--- src/rtl/bcd_pkg.sv ---
// ----------------------------------------------------------------------------
// bcd_pkg
// Shared constants and helpers for the multi-digit BCD counter.
//   DIGIT_W     : bits per BCD digit
//   DIGIT_MAX   : largest legal BCD digit (9)
//   DIGIT_MIN   : smallest BCD digit (0)
//   digit_valid : 1 when a 4-bit value is a legal BCD digit
// ----------------------------------------------------------------------------
package bcd_pkg;

    localparam int          DIGIT_W   = 4;
    localparam logic [3:0]  DIGIT_MAX = 4'd9;
    localparam logic [3:0]  DIGIT_MIN = 4'd0;

    function automatic logic digit_valid(input logic [DIGIT_W-1:0] v);
        return (v <= DIGIT_MAX);
    endfunction

endpackage

--- src/rtl/bcd_digit.sv ---
// ----------------------------------------------------------------------------
// bcd_digit
// One BCD digit register with load and single-step up/down.
// Ports:
//   clk    : clock, rising edge
//   clr    : asynchronous active-low clear
//   load   : load d (illegal digit values load as 0); overrides step
//   d      : load value
//   step   : advance the digit by one in the direction given by up
//   up     : 1 = increment (9 -> 0), 0 = decrement (0 -> 9)
//   q      : current digit, always a legal BCD value
//   is_max : q == 9
//   is_min : q == 0
// ----------------------------------------------------------------------------
module bcd_digit
    import bcd_pkg::*;
(
    input  logic               clk,
    input  logic               clr,
    input  logic               load,
    input  logic [DIGIT_W-1:0] d,
    input  logic               step,
    input  logic               up,
    output logic [DIGIT_W-1:0] q,
    output logic               is_max,
    output logic               is_min
);

    logic [DIGIT_W-1:0] q_reg;
    logic [DIGIT_W-1:0] q_next;

    always_comb begin
        q_next = q_reg;
        if (load) begin
            // Sanitising here keeps the register in BCD no matter what d holds
            q_next = digit_valid(d) ? d : DIGIT_MIN;
        end else if (step) begin
            if (up) begin
                q_next = (q_reg == DIGIT_MAX) ? DIGIT_MIN : q_reg + 4'd1;
            end else begin
                q_next = (q_reg == DIGIT_MIN) ? DIGIT_MAX : q_reg - 4'd1;
            end
        end
    end

    always_ff @(posedge clk or negedge clr) begin
        if (!clr) begin
            q_reg <= DIGIT_MIN;
        end else begin
            q_reg <= q_next;
        end
    end

    assign q      = q_reg;
    assign is_max = (q_reg == DIGIT_MAX);
    assign is_min = (q_reg == DIGIT_MIN);

endmodule

--- src/rtl/bcd_counter_n.sv ---
// ----------------------------------------------------------------------------
// bcd_counter_n
// NDIG-digit synchronous BCD up/down counter with parallel load.
// Every digit steps on the same edge; the step enable for digit k is an
// AND-prefix over the lower digits' is_max (up) or is_min (down) flags, so
// there is no ripple between digit registers.
//
// Build option: define BCD_COUNTER_SAT_EN to saturate at 9..9 / 0..0 instead
// of wrapping; wrap then pulses when a count request was blocked at the limit.
//
// Ports:
//   clk    : clock, rising edge
//   clr    : asynchronous active-low clear of all state
//   en     : count enable
//   load   : parallel load of d, priority over en
//   up     : 1 = count up, 0 = count down
//   d      : load value, digit k at d[4k+3:4k]
//   q      : current count, same layout as d
//   co     : combinational terminal count (en & ~load & at limit for up)
//   wrap   : registered pulse, previous edge wrapped (or was blocked when
//            saturating)
//   ld_err : registered pulse, previous load had a digit above 9
// ----------------------------------------------------------------------------
module bcd_counter_n
    import bcd_pkg::*;
#(
    parameter int NDIG = 4
)
(
    input  logic                    clk,
    input  logic                    clr,
    input  logic                    en,
    input  logic                    load,
    input  logic                    up,
    input  logic [DIGIT_W*NDIG-1:0] d,
    output logic [DIGIT_W*NDIG-1:0] q,
    output logic                    co,
    output logic                    wrap,
    output logic                    ld_err
);

    logic [NDIG-1:0] dig_max;
    logic [NDIG-1:0] dig_min;
    logic [NDIG-1:0] dig_step;
    logic [NDIG-1:0] dig_bad;

    // max_chain[k] / min_chain[k]: every digit below k is 9 / 0
    logic [NDIG:0]   max_chain;
    logic [NDIG:0]   min_chain;

    logic            count_req;
    logic            at_limit;
    logic            step_en;
    logic            wrap_reg;
    logic            wrap_next;
    logic            ld_err_reg;
    logic            ld_err_next;

    assign max_chain[0] = 1'b1;
    assign min_chain[0] = 1'b1;

    genvar gi;
    generate
        for (gi = 0; gi < NDIG; gi++) begin : g_digit
            assign max_chain[gi+1] = max_chain[gi] & dig_max[gi];
            assign min_chain[gi+1] = min_chain[gi] & dig_min[gi];

            assign dig_step[gi] = step_en & (up ? max_chain[gi] : min_chain[gi]);
            assign dig_bad[gi]  = ~digit_valid(d[gi*DIGIT_W +: DIGIT_W]);

            bcd_digit u_digit (
                .clk    (clk),
                .clr    (clr),
                .load   (load),
                .d      (d[gi*DIGIT_W +: DIGIT_W]),
                .step   (dig_step[gi]),
                .up     (up),
                .q      (q[gi*DIGIT_W +: DIGIT_W]),
                .is_max (dig_max[gi]),
                .is_min (dig_min[gi])
            );
        end
    endgenerate

    assign count_req = en & ~load;
    assign at_limit  = up ? max_chain[NDIG] : min_chain[NDIG];
    assign co        = count_req & at_limit;

`ifdef BCD_COUNTER_SAT_EN
    // At the limit the request is swallowed; q holds
    assign step_en = count_req & ~at_limit;
`else
    // At the limit every digit steps together, giving the modulo wrap
    assign step_en = count_req;
`endif

    // In both builds the wrap pulse marks a count request made at the limit
    assign wrap_next   = co;
    assign ld_err_next = load & (|dig_bad);

    always_ff @(posedge clk or negedge clr) begin
        if (!clr) begin
            wrap_reg   <= 1'b0;
            ld_err_reg <= 1'b0;
        end else begin
            wrap_reg   <= wrap_next;
            ld_err_reg <= ld_err_next;
        end
    end

    assign wrap   = wrap_reg;
    assign ld_err = ld_err_reg;

endmodule

--- config.mk ---
export PLATFORM = sky130hd
export DESIGN_NAME = bcd_counter_n
export DESIGN_NICKNAME = d
export VERILOG_FILES = /design/src/rtl/bcd_pkg.sv /design/src/rtl/bcd_digit.sv /design/src/rtl/bcd_counter_n.sv
export SDC_FILE = /design/constraint.sdc
export NUM_CORES = 1
export LEC_CHECK = 0
export BUFFER_PORTS_ARGS = -buffer_cell sky130_fd_sc_hd__buf_2
export CORE_ASPECT_RATIO = 0.7
export CORE_UTILIZATION = 45
export CTS_CLUSTER_SIZE = 40
export DETAILED_ROUTE_END_ITERATION = 8
export PLACE_DENSITY = 0.8
export REMOVE_ABC_BUFFERS = 1
export SETUP_SLACK_MARGIN = 0.15
export SYNTH_ARGS = -nofsm -noshare
export SYNTH_HDL_FRONTEND = slang
export SYNTH_SLANG_ARGS = --single-unit
--- constraint.sdc ---
create_clock -name clk -period 1.95 [get_ports clk]
set_input_delay 0.0975 -clock clk [delete_from_list [all_inputs] [get_ports clk]]
set_output_delay 0.0975 -clock clk [all_outputs]
set_load 0.01 [all_outputs]
Yosys cells after proc, flatten, opt, wreduce, memory -nomap -nowiden --
Index checks and enable logic that the tools add are counted.
Cells by class: muxes and demuxes 28, equality and inequality tests 4, $add $sub $neg 8, reduce and logical (&&, ||, !) cells 9, order comparisons 4, bitwise logic cells 17
Operators by type and width (number):
- $mux 4 | 24
- $add 4x1->4 const B | 4
- $eq 4x4->1 const B | 4
- $le 4x4->1 const B | 4
- $logic_not 4->1 | 4
- $sub 4x1->4 const B | 4
- $and 1x1->1 | 12
- $reduce_bool 2->1 | 4
- $not 1->1 | 5
- $mux 1 | 4
- $reduce_or 4->1 | 1
Storage, ports and cells: output and inout port bits 19, register bits after elaboration 18, bits of input ports 21, word-level logic and storage cells 76

Longest topological paths before layout --
Gate-level depths: netlist of run 1.
depth after elaboration 7, mapped depth 7, mapped depth without buffers 5

Hierarchy --
A second synthesis of run 1 with hierarchy kept.
Unflattened totals: cells, all modules 199, area total of the unflattened synthesis 1589.0 µm²
By module, submodules not included:
- bcd_digit | cells each 44, instances 4, area an instance 356.6 µm², sequential area each 100.1 µm²
- bcd_counter_n | cells each 23, instances 1, area an instance 162.7 µm², sequential area each 50.0 µm²

Least setup slack after synthesis of run 1 --
No wires, ideal clock.
path kind reg2reg, from register g_digit[0].u_digit.q_reg[2], to register wrap_reg (netlist: wrap), buffers on the path 1, cell stages (with the launch flop) 6, required time 1785 ps, data arrival time 1540 ps, setup slack 245 ps, setup time 165 ps, clock period less this slack 1705 ps, path through dfrtp_1 buf_2 or3b_4 nor2_4 nand2_1 a2111oi_2
On the way: cells in the longest elaborated chain, start to end 6, elaborated cells between the ends (all ways) 10, those cells by class 1 x eq/ne; 1 x mux; 7 x bitwise; 1 x reduce/logical
RTL lines:
- from (decl) | RTL line bcd_digit.sv:29 | logic [DIGIT_W-1:0] q_reg;
- from (signal assigned) | RTL line bcd_digit.sv:50 | q_reg <= q_next;
- $eq 4x4->1 or $logic_not 4->1 (tied branches) | RTL line bcd_digit.sv:55, bcd_digit.sv:56
- $and 1x1->1 (on tied branches) (3 in series) | RTL line bcd_counter_n.sv:65, bcd_counter_n.sv:66
- $mux 1 * | RTL line bcd_counter_n.sv:86 | assign at_limit = up ? max_chain[NDIG] : min_chain[NDIG];
- $and 1x1->1 * | RTL line bcd_counter_n.sv:87 | assign co = count_req & at_limit;
- via co | RTL line bcd_counter_n.sv:37 | output logic co,
- to (signal assigned) | RTL line bcd_counter_n.sv:106 | wrap_reg <= wrap_next;
- to (decl) | RTL line bcd_counter_n.sv:54 | logic wrap_reg;
The timed path passes the listed nets; every way through them passes the cells marked *. A chain may end at the register's enable or synchronous reset.

Final worst setup path of run 1 --
from register g_digit[2].u_digit.q_reg[1], to output port co
On the way: cells in the longest elaborated chain, start to end 5, elaborated cells between the ends (all ways) 8, those cells by class 1 x eq/ne; 1 x mux; 5 x bitwise; 1 x reduce/logical
RTL lines (RTL line):
- from (decl) | bcd_digit.sv:29
- from (signal assigned) | bcd_digit.sv:50
- $eq 4x4->1 or $logic_not 4->1 (tied branches) | bcd_digit.sv:55, bcd_digit.sv:56
- $and 1x1->1 (on tied branches) (2 in series) | bcd_counter_n.sv:65, bcd_counter_n.sv:66
- $mux 1 * | bcd_counter_n.sv:86
- $and 1x1->1 * | bcd_counter_n.sv:87
- to (decl) | bcd_counter_n.sv:37
Mark *: on every way between the ends. The rest lies on a longest branch, timed or not.

==> flow_summary.yaml, run 1 <==
floorplanning:
  num_rows: 18
  io_pins: 40
  dieArea_um2: 3940
  die_height_um: 52.8
  initial_core_util: 0.470
  core_um2: 3540
  die_w_um: 74.6
worst_setup_path:
  critPathLaunchType: "flop"
  cp-end-kind: "primary output"
  cp.arrival_ns: 1.75
  path_max_fanout: 4
  criticalPathCategory: "reg2out"
  required_ns: 1.85
  r2r_slack_ns: 0.21
routing:
  routed_via_density: 5.77
  ant_nets: 0
  drtPass1Iterations: 5
  wl_um: 4440
  drt_iter0_drc: 138
  drc: 0
  routed-via-count: 1743
  wire_per_inst_um: 14.7
place:
  portBuffers: 39
  dpl.hpwl_um: 2880
  place_area_um2: 1860
  finalWeightedCongestion: 0.857
clock_tree:
  cts.clk_slew.worst_paths_ns: 0.08
  cts.sinks: 18
  clk_path_buf_depth: 2
  cts_tree: "yes"
  htree_levels: 1
  cts_root_buffer: "clkbuf_8"
  insertion_delay_ns: 0.26
  cts_buffers: 3
layout:
  largest_reg_flops: 16
  n_antenna_cell: 0
  area_delta_synth_final_pct: 25.0
  fin_nets: 275
  design_area_um2: 2080
  final_util: 0.587
  layout-drive-gt1-share: 0.373
timing:
  setup_viol: 0
  post-route-min-period_ns: 1.84
  fmaxAchievable_ghz: 0.542
  fin_skew_ns: 0.00508
  period_share: 0.946
  hold_violations: 0
  finalSetupTns_ns: 0
  worst_pin_slew_ns: 0.439
  slew_headroom: 0.707
  rsz0062_at_grt: "yes"
  hold_ws_ns: 0.0355
  drv_slew: 0
synthesis:
  synth_cell_types: 61
  synthAdderAreaFrac: 0
  synth_compound_area_frac: 0.249
  ys_top_cells_by_area: "dfrtp_1 (27%), o21ai_1 (4.5%), o21ai_0 (3.9%)"
  synth_top_area_share: 0.271
  synth_edf_count: 0
  ys_ff_latch: 18
  synth_top_family_by_area: "simple AND/OR/NAND/NOR gates"
  seq_area_frac_synth: 0.271
  synth_most_common_cell: "dfrtp_1"
  syn_area_um2: 1660
  synthFlopType: "dfrtp_1"
  synthCells: 205
  avgSynthCellArea_um2: 8.10
  synth_xor_xnor_area_share: 0.0573
  synthMuxAreaShare: 0.0430
  synth_top_area_cell: "dfrtp_1"
  yosysWarnings: 0
  synthSimpleGateAreaFrac: 0.291
  async_reset_ff_frac: 1.00
  yosys-top-cells-count: "dfrtp_1 (18), nor2_1 (15), o21ai_1 (15)"
worst_hold_path:
  hold_path_class: "in2reg"
power_and_ir_drop:
  total_power_mw: 1.23
  peakVddDrop_mv: 0.378
  cellLeakagePower_nw: 0.911
  p_per_area_nw_per_um2: 593
global_route:
  antenna_found_initial: 0
  grt_max_degree: 25
  grt_overflow_total: 0
  grt_pass1_wl_um: 7030
  grt_util_all_layers: 0.237
  grt_pass1_vias: 1465
status:
  status: "finished clean"
run:
  cap_violations: 0
==> layout make-up <==
class,instances,area (um^2)
inverters,5,18.8
fillers,328,1460
clock buffers,3,41.3
flip-flops and latches,18,462
multi-input cells,161,1100
repair buffers,65,393
well taps,50,62.6
==> timing repair <==
| item | in CTS | in global routing |
|---|---|---|
| setup endpoints to repair | 1 | 3 |
| gates cloned | 0 | 0 |
| hold buffers | 1 | 0 |
| setup buffers | 14 | 2 |
| endpoints found under the hold margin | 18 | 0 |
| resized for setup | 14 | 2 |
| pin swaps | 7 | 7 |
==> cells in the final DEF (no fill, tap or decap), drive strengths merged, types with 2 or more instances in the layout <==
master,Yosys,layout
nor4,2,2
o21ai,29,29
xnor2,7,7
and3,9,9
nor2,16,16
a21boi,2,2
nor2b,4,4
or2,2,2
a31oi,2,2
nand3b,2,2
and4b,2,2
o31a,2,2
xor2,3,3
mux2i,6,6
inv,4,4
and2,2,2
o211ai,2,2
nand4,2,2
nand3,12,12
buf,16,64
o22ai,2,2
a21oi,11,11
dfrtp,18,18
nand2,15,15
clkbuf,5,3
nor3,7,7
==> where the power goes <==
| group | leakage [nW] | internal, mW | switching, mW |
|---|---|---|---|
| Sequential | 0.221 | 0.412 | 0.0600 |
| Combinational | 0.668 | 0.223 | 0.261 |
| Clock | 0.0216 | 0.138 | 0.137 |
==> per-layer routing <==
layer / track usage / vias to the layer above / part of all wire / wire length, um
li1: - / 844 / - / -
met1: 0.348 / 811 / 0.46 / 2050
met2: 0.374 / 83 / 0.45 / 2020
met3: 0.0423 / 5 / 0.076 / 336
met4: 0.0220 / 0 / 0.0065 / 29
met5: 0 / - / 0 / 0
==> path summary, 6_finish.rpt <==
kind                                          from                      end  cells past startpoint
hold / removal                               d[11]  g_digit[2].u_digit.q[1]                      2
setup reg to reg           g_digit[2].u_digit.q[1]  g_digit[3].u_digit.q[0]                      7
max in group asynchronous                      clr  g_digit[1].u_digit.q[0]                      2
setup / recovery           g_digit[2].u_digit.q[1]                       co                      6
hold reg to reg            g_digit[3].u_digit.q[3]                     wrap                      2
min in group asynchronous                      clr                     wrap                      2
==> cells by family (layout without fill, tap and decap cells) <==
logic type      count (synthesis)  in the layout
xor+xnor                       10             10
compound gates                 63             63
mux                             7              7
flops                          18             18
simple gates                   81             81
buf+inv                        26             73
==> critical path, cell delays in order (launching register included) <==
cell and delay, ns:
dfrtp_2 0.44, and4bb_1 0.31, nand4_2 0.15, nand2_2 0.14, nand2_4 0.07, a2111oi_4 0.19
buf_2 0.18
==> metrics by stage <==
step / instances / setup WS (ns)
2_1_floorplan: 184 / 0.240
3_3_place_gp: 282 / 0.252
3_5_place_dp: 282 / 0.219
4_1_cts: 300 / 0.0981
5_1_grt: 302 / 0.0549
6_report: 302 / 0.106
(Power assumes the default switching activity.)
==> inputs of run 2 (changes only) <==
--- a/config.mk
+++ b/config.mk
@@ -5,6 +5,7 @@
 export SDC_FILE = /design/constraint.sdc
 export NUM_CORES = 1
 export LEC_CHECK = 0
+export ABC_AREA = 1
 export BUFFER_PORTS_ARGS = -buffer_cell sky130_fd_sc_hd__buf_2
 export CORE_ASPECT_RATIO = 0.7
 export CORE_UTILIZATION = 45
==> constraint.sdc (replaced) <==
create_clock -name clk -period 2.3 [get_ports clk]
set_input_delay 0.115 -clock clk [delete_from_list [all_inputs] [get_ports clk]]
set_output_delay 0.115 -clock clk [all_outputs]
set_load 0.01 [all_outputs]
==> run 2 against run 1 <==
Synthesized area decreased by 0.38%. Power is 0.50% lower. Non-clock buffer count decreased by 25. Critical endpoint unchanged. Largest cell class unchanged.
==> flow_summary.yaml, run 2 <==
timing:
  drv_slew: 0
  hold_violations: 0
  worst_pin_slew_ns: 0.877
  hold_ws_ns: 0.101
  finalSetupTns_ns: 0
  setup_viol: 0
  rsz0062_at_grt: "no"
  setup_slack_ns: 0.497
  fin_skew_ns: 0.0105
  post-route-min-period_ns: 1.80
  slew_headroom: 0.415
  period_share: 0.784
  fmaxAchievable_ghz: 0.555
synthesis:
  yosys-top-cells-count: "nand2_1 (92), nand3_1 (44), dfrtp_1 (18)"
  synthCells: 261
  synth_cell_types: 28
  synth_edf_count: 0
  avgSynthCellArea_um2: 6.34
  seq_area_frac_synth: 0.272
  ys_top_cells_by_area: "dfrtp_1 (27%), nand2_1 (21%), nand3_1 (13%)"
  async_reset_ff_frac: 1.00
  synth_top_area_cell: "dfrtp_1"
  synth_most_common_cell: "nand2_1"
  synthFlopType: "dfrtp_1"
  syn_area_um2: 1650
  yosysWarnings: 0
  synth_top_area_share: 0.272
  ys_ff_latch: 18
floorplanning:
  num_rows: 18
  core_um2: 3510
  io_pins: 40
  initial_core_util: 0.471
  die_height_um: 52.7
  dieArea_um2: 3930
  die_w_um: 74.5
worst_setup_path:
  cp.arrival_ns: 1.69
  slowest_stage: "dfrtp_1"
  path_max_fanout: 10
  required_ns: 2.18
  crit_chain: "nor2_4 -> nand2_2 -> nor2_2 -> nor2_2 -> nor2_4 -> nand2_4 -> nor3_2 -> buf_2"
  cp-end-kind: "primary output"
  critPathLaunchType: "flop"
  slowest_delay_ns: 0.51
  r2r_slack_ns: 0.87
  criticalPathCategory: "reg2out"
global_route:
  global_route.usage.met2: 0.350
  grt_util_all_layers: 0.224
  gr-max-usage-layer: "met2"
  met1_usage: 0.315
  antenna_found_initial: 0
  met3_usage: 0.0519
  grt_overflow_total: 0
  grt_max_degree: 26
  grt_pass1_wl_um: 6780
  grt_pass1_vias: 1549
clock_tree:
  clk_path_buf_depth: 2
  cts_root_buffer: "clkbuf_8"
  post-cts-setup-buffers: 0
  insertion_delay_ns: 0.26
  cts.clk_slew.worst_paths_ns: 0.08
  htree_levels: 1
  cts.sinks: 18
  ctsResizeCount: 0
  cts_buffers: 3
  cts_tree: "yes"
  cts_hold_buf: 1
routing:
  routed_via_density: 5.29
  ant_nets: 0
  wl_um: 4100
  routed-via-count: 1835
  drc: 0
  drtPass1Iterations: 4
  wire_per_inst_um: 11.8
  drt_iter0_drc: 126
layout:
  largest_reg_flops: 16
  layout_commonest_cell: "nand2_1"
  final_cell_mix: "nand2_1 (92), nand3_1 (44), buf_2 (39), dfrtp_1 (18), inv_1 (16)"
  layout-drive-gt1-share: 0.253
  area_delta_synth_final_pct: 16.3
  final_util: 0.548
  n_antenna_cell: 0
  fillCellCount: 357
  fin_nets: 319
place:
  dpl.hpwl_um: 3020
  finalWeightedCongestion: 0.816
  place_ws_ns: 0.787
  portBuffers: 39
power_and_ir_drop:
  peakVddDrop_mv: 0.387
  p_per_area_nw_per_um2: 636
  cellLeakagePower_nw: 1.04
  total_power_mw: 1.22
worst_hold_path:
  hold_path_class: "in2reg"
status:
  status: "finished clean"
run:
  cap_violations: 0
[run 2: area by class of cell]
| cell class | instances | area (um^2) | area share |
|---|---|---|---|
| tap | 50 | 62.6 | 0.0325 |
| multi-input combinational | 214 | 1070 | 0.557 |
| timing repair buffer | 40 | 205 | 0.107 |
| clock buffer | 4 | 55.1 | 0.0286 |
| sequential | 18 | 450 | 0.234 |
| inverter | 21 | 78.8 | 0.0410 |
[run 2: path summary, 6_finish.rpt]
path	start	to	cells after the start
min	d[0]	g_digit[0].u_digit.q[0]	3
min in group asynchronous	clr	g_digit[0].u_digit.q[3]	2
max in group asynchronous	clr	g_digit[3].u_digit.q[0]	2
max	g_digit[0].u_digit.q[0]	co	8
max reg2reg	g_digit[0].u_digit.q[0]	g_digit[3].u_digit.q[1]	9
min reg2reg	g_digit[1].u_digit.q[2]	g_digit[1].u_digit.q[2]	2
[run 2: per-layer routing]
| layer | up-vias | part of all wire |
|---|---|---|
| met2 | 64 | 0.43 |
| li1 | 932 | - |
| met4 | 0 | 0.0027 |
| met3 | 4 | 0.057 |
| met5 | - | 0 |
| met1 | 835 | 0.51 |
[run 2: logic make-up (layout without fill, tap and decap cells)]
logic type                count (synthesis)  count (layout)  synth area share
AOI/OAI and AO/OA                        33              33             0.113
xor gates and xnor gates                  2               2            0.0106
buffers and inverters                    29              65            0.0794
DFF                                      18              18             0.272
and+or+nand+nor                         179             179             0.525
[run 2: stage by stage]
stage / area [um^2] / instances
floorplan: 1600 / 253
global placement: 1860 / 342
detailed placement: 1860 / 342
CTS: 1920 / 347
global route: 1920 / 347
finish: 1920 / 347
[run 2: critical path, delay by kind of cell, from the launching register on]
| family | cells | cell delay [ns] |
|---|---|---|
| simple gates | 7 | 0.76 |
| flops | 1 | 0.51 |
| buf+inv | 1 | 0.15 |
[run 2: where the power goes]
part | internal, mW | switching, mW
combinational | 0.188 | 0.308
sequential | 0.362 | 0.0910
clock | 0.153 | 0.123
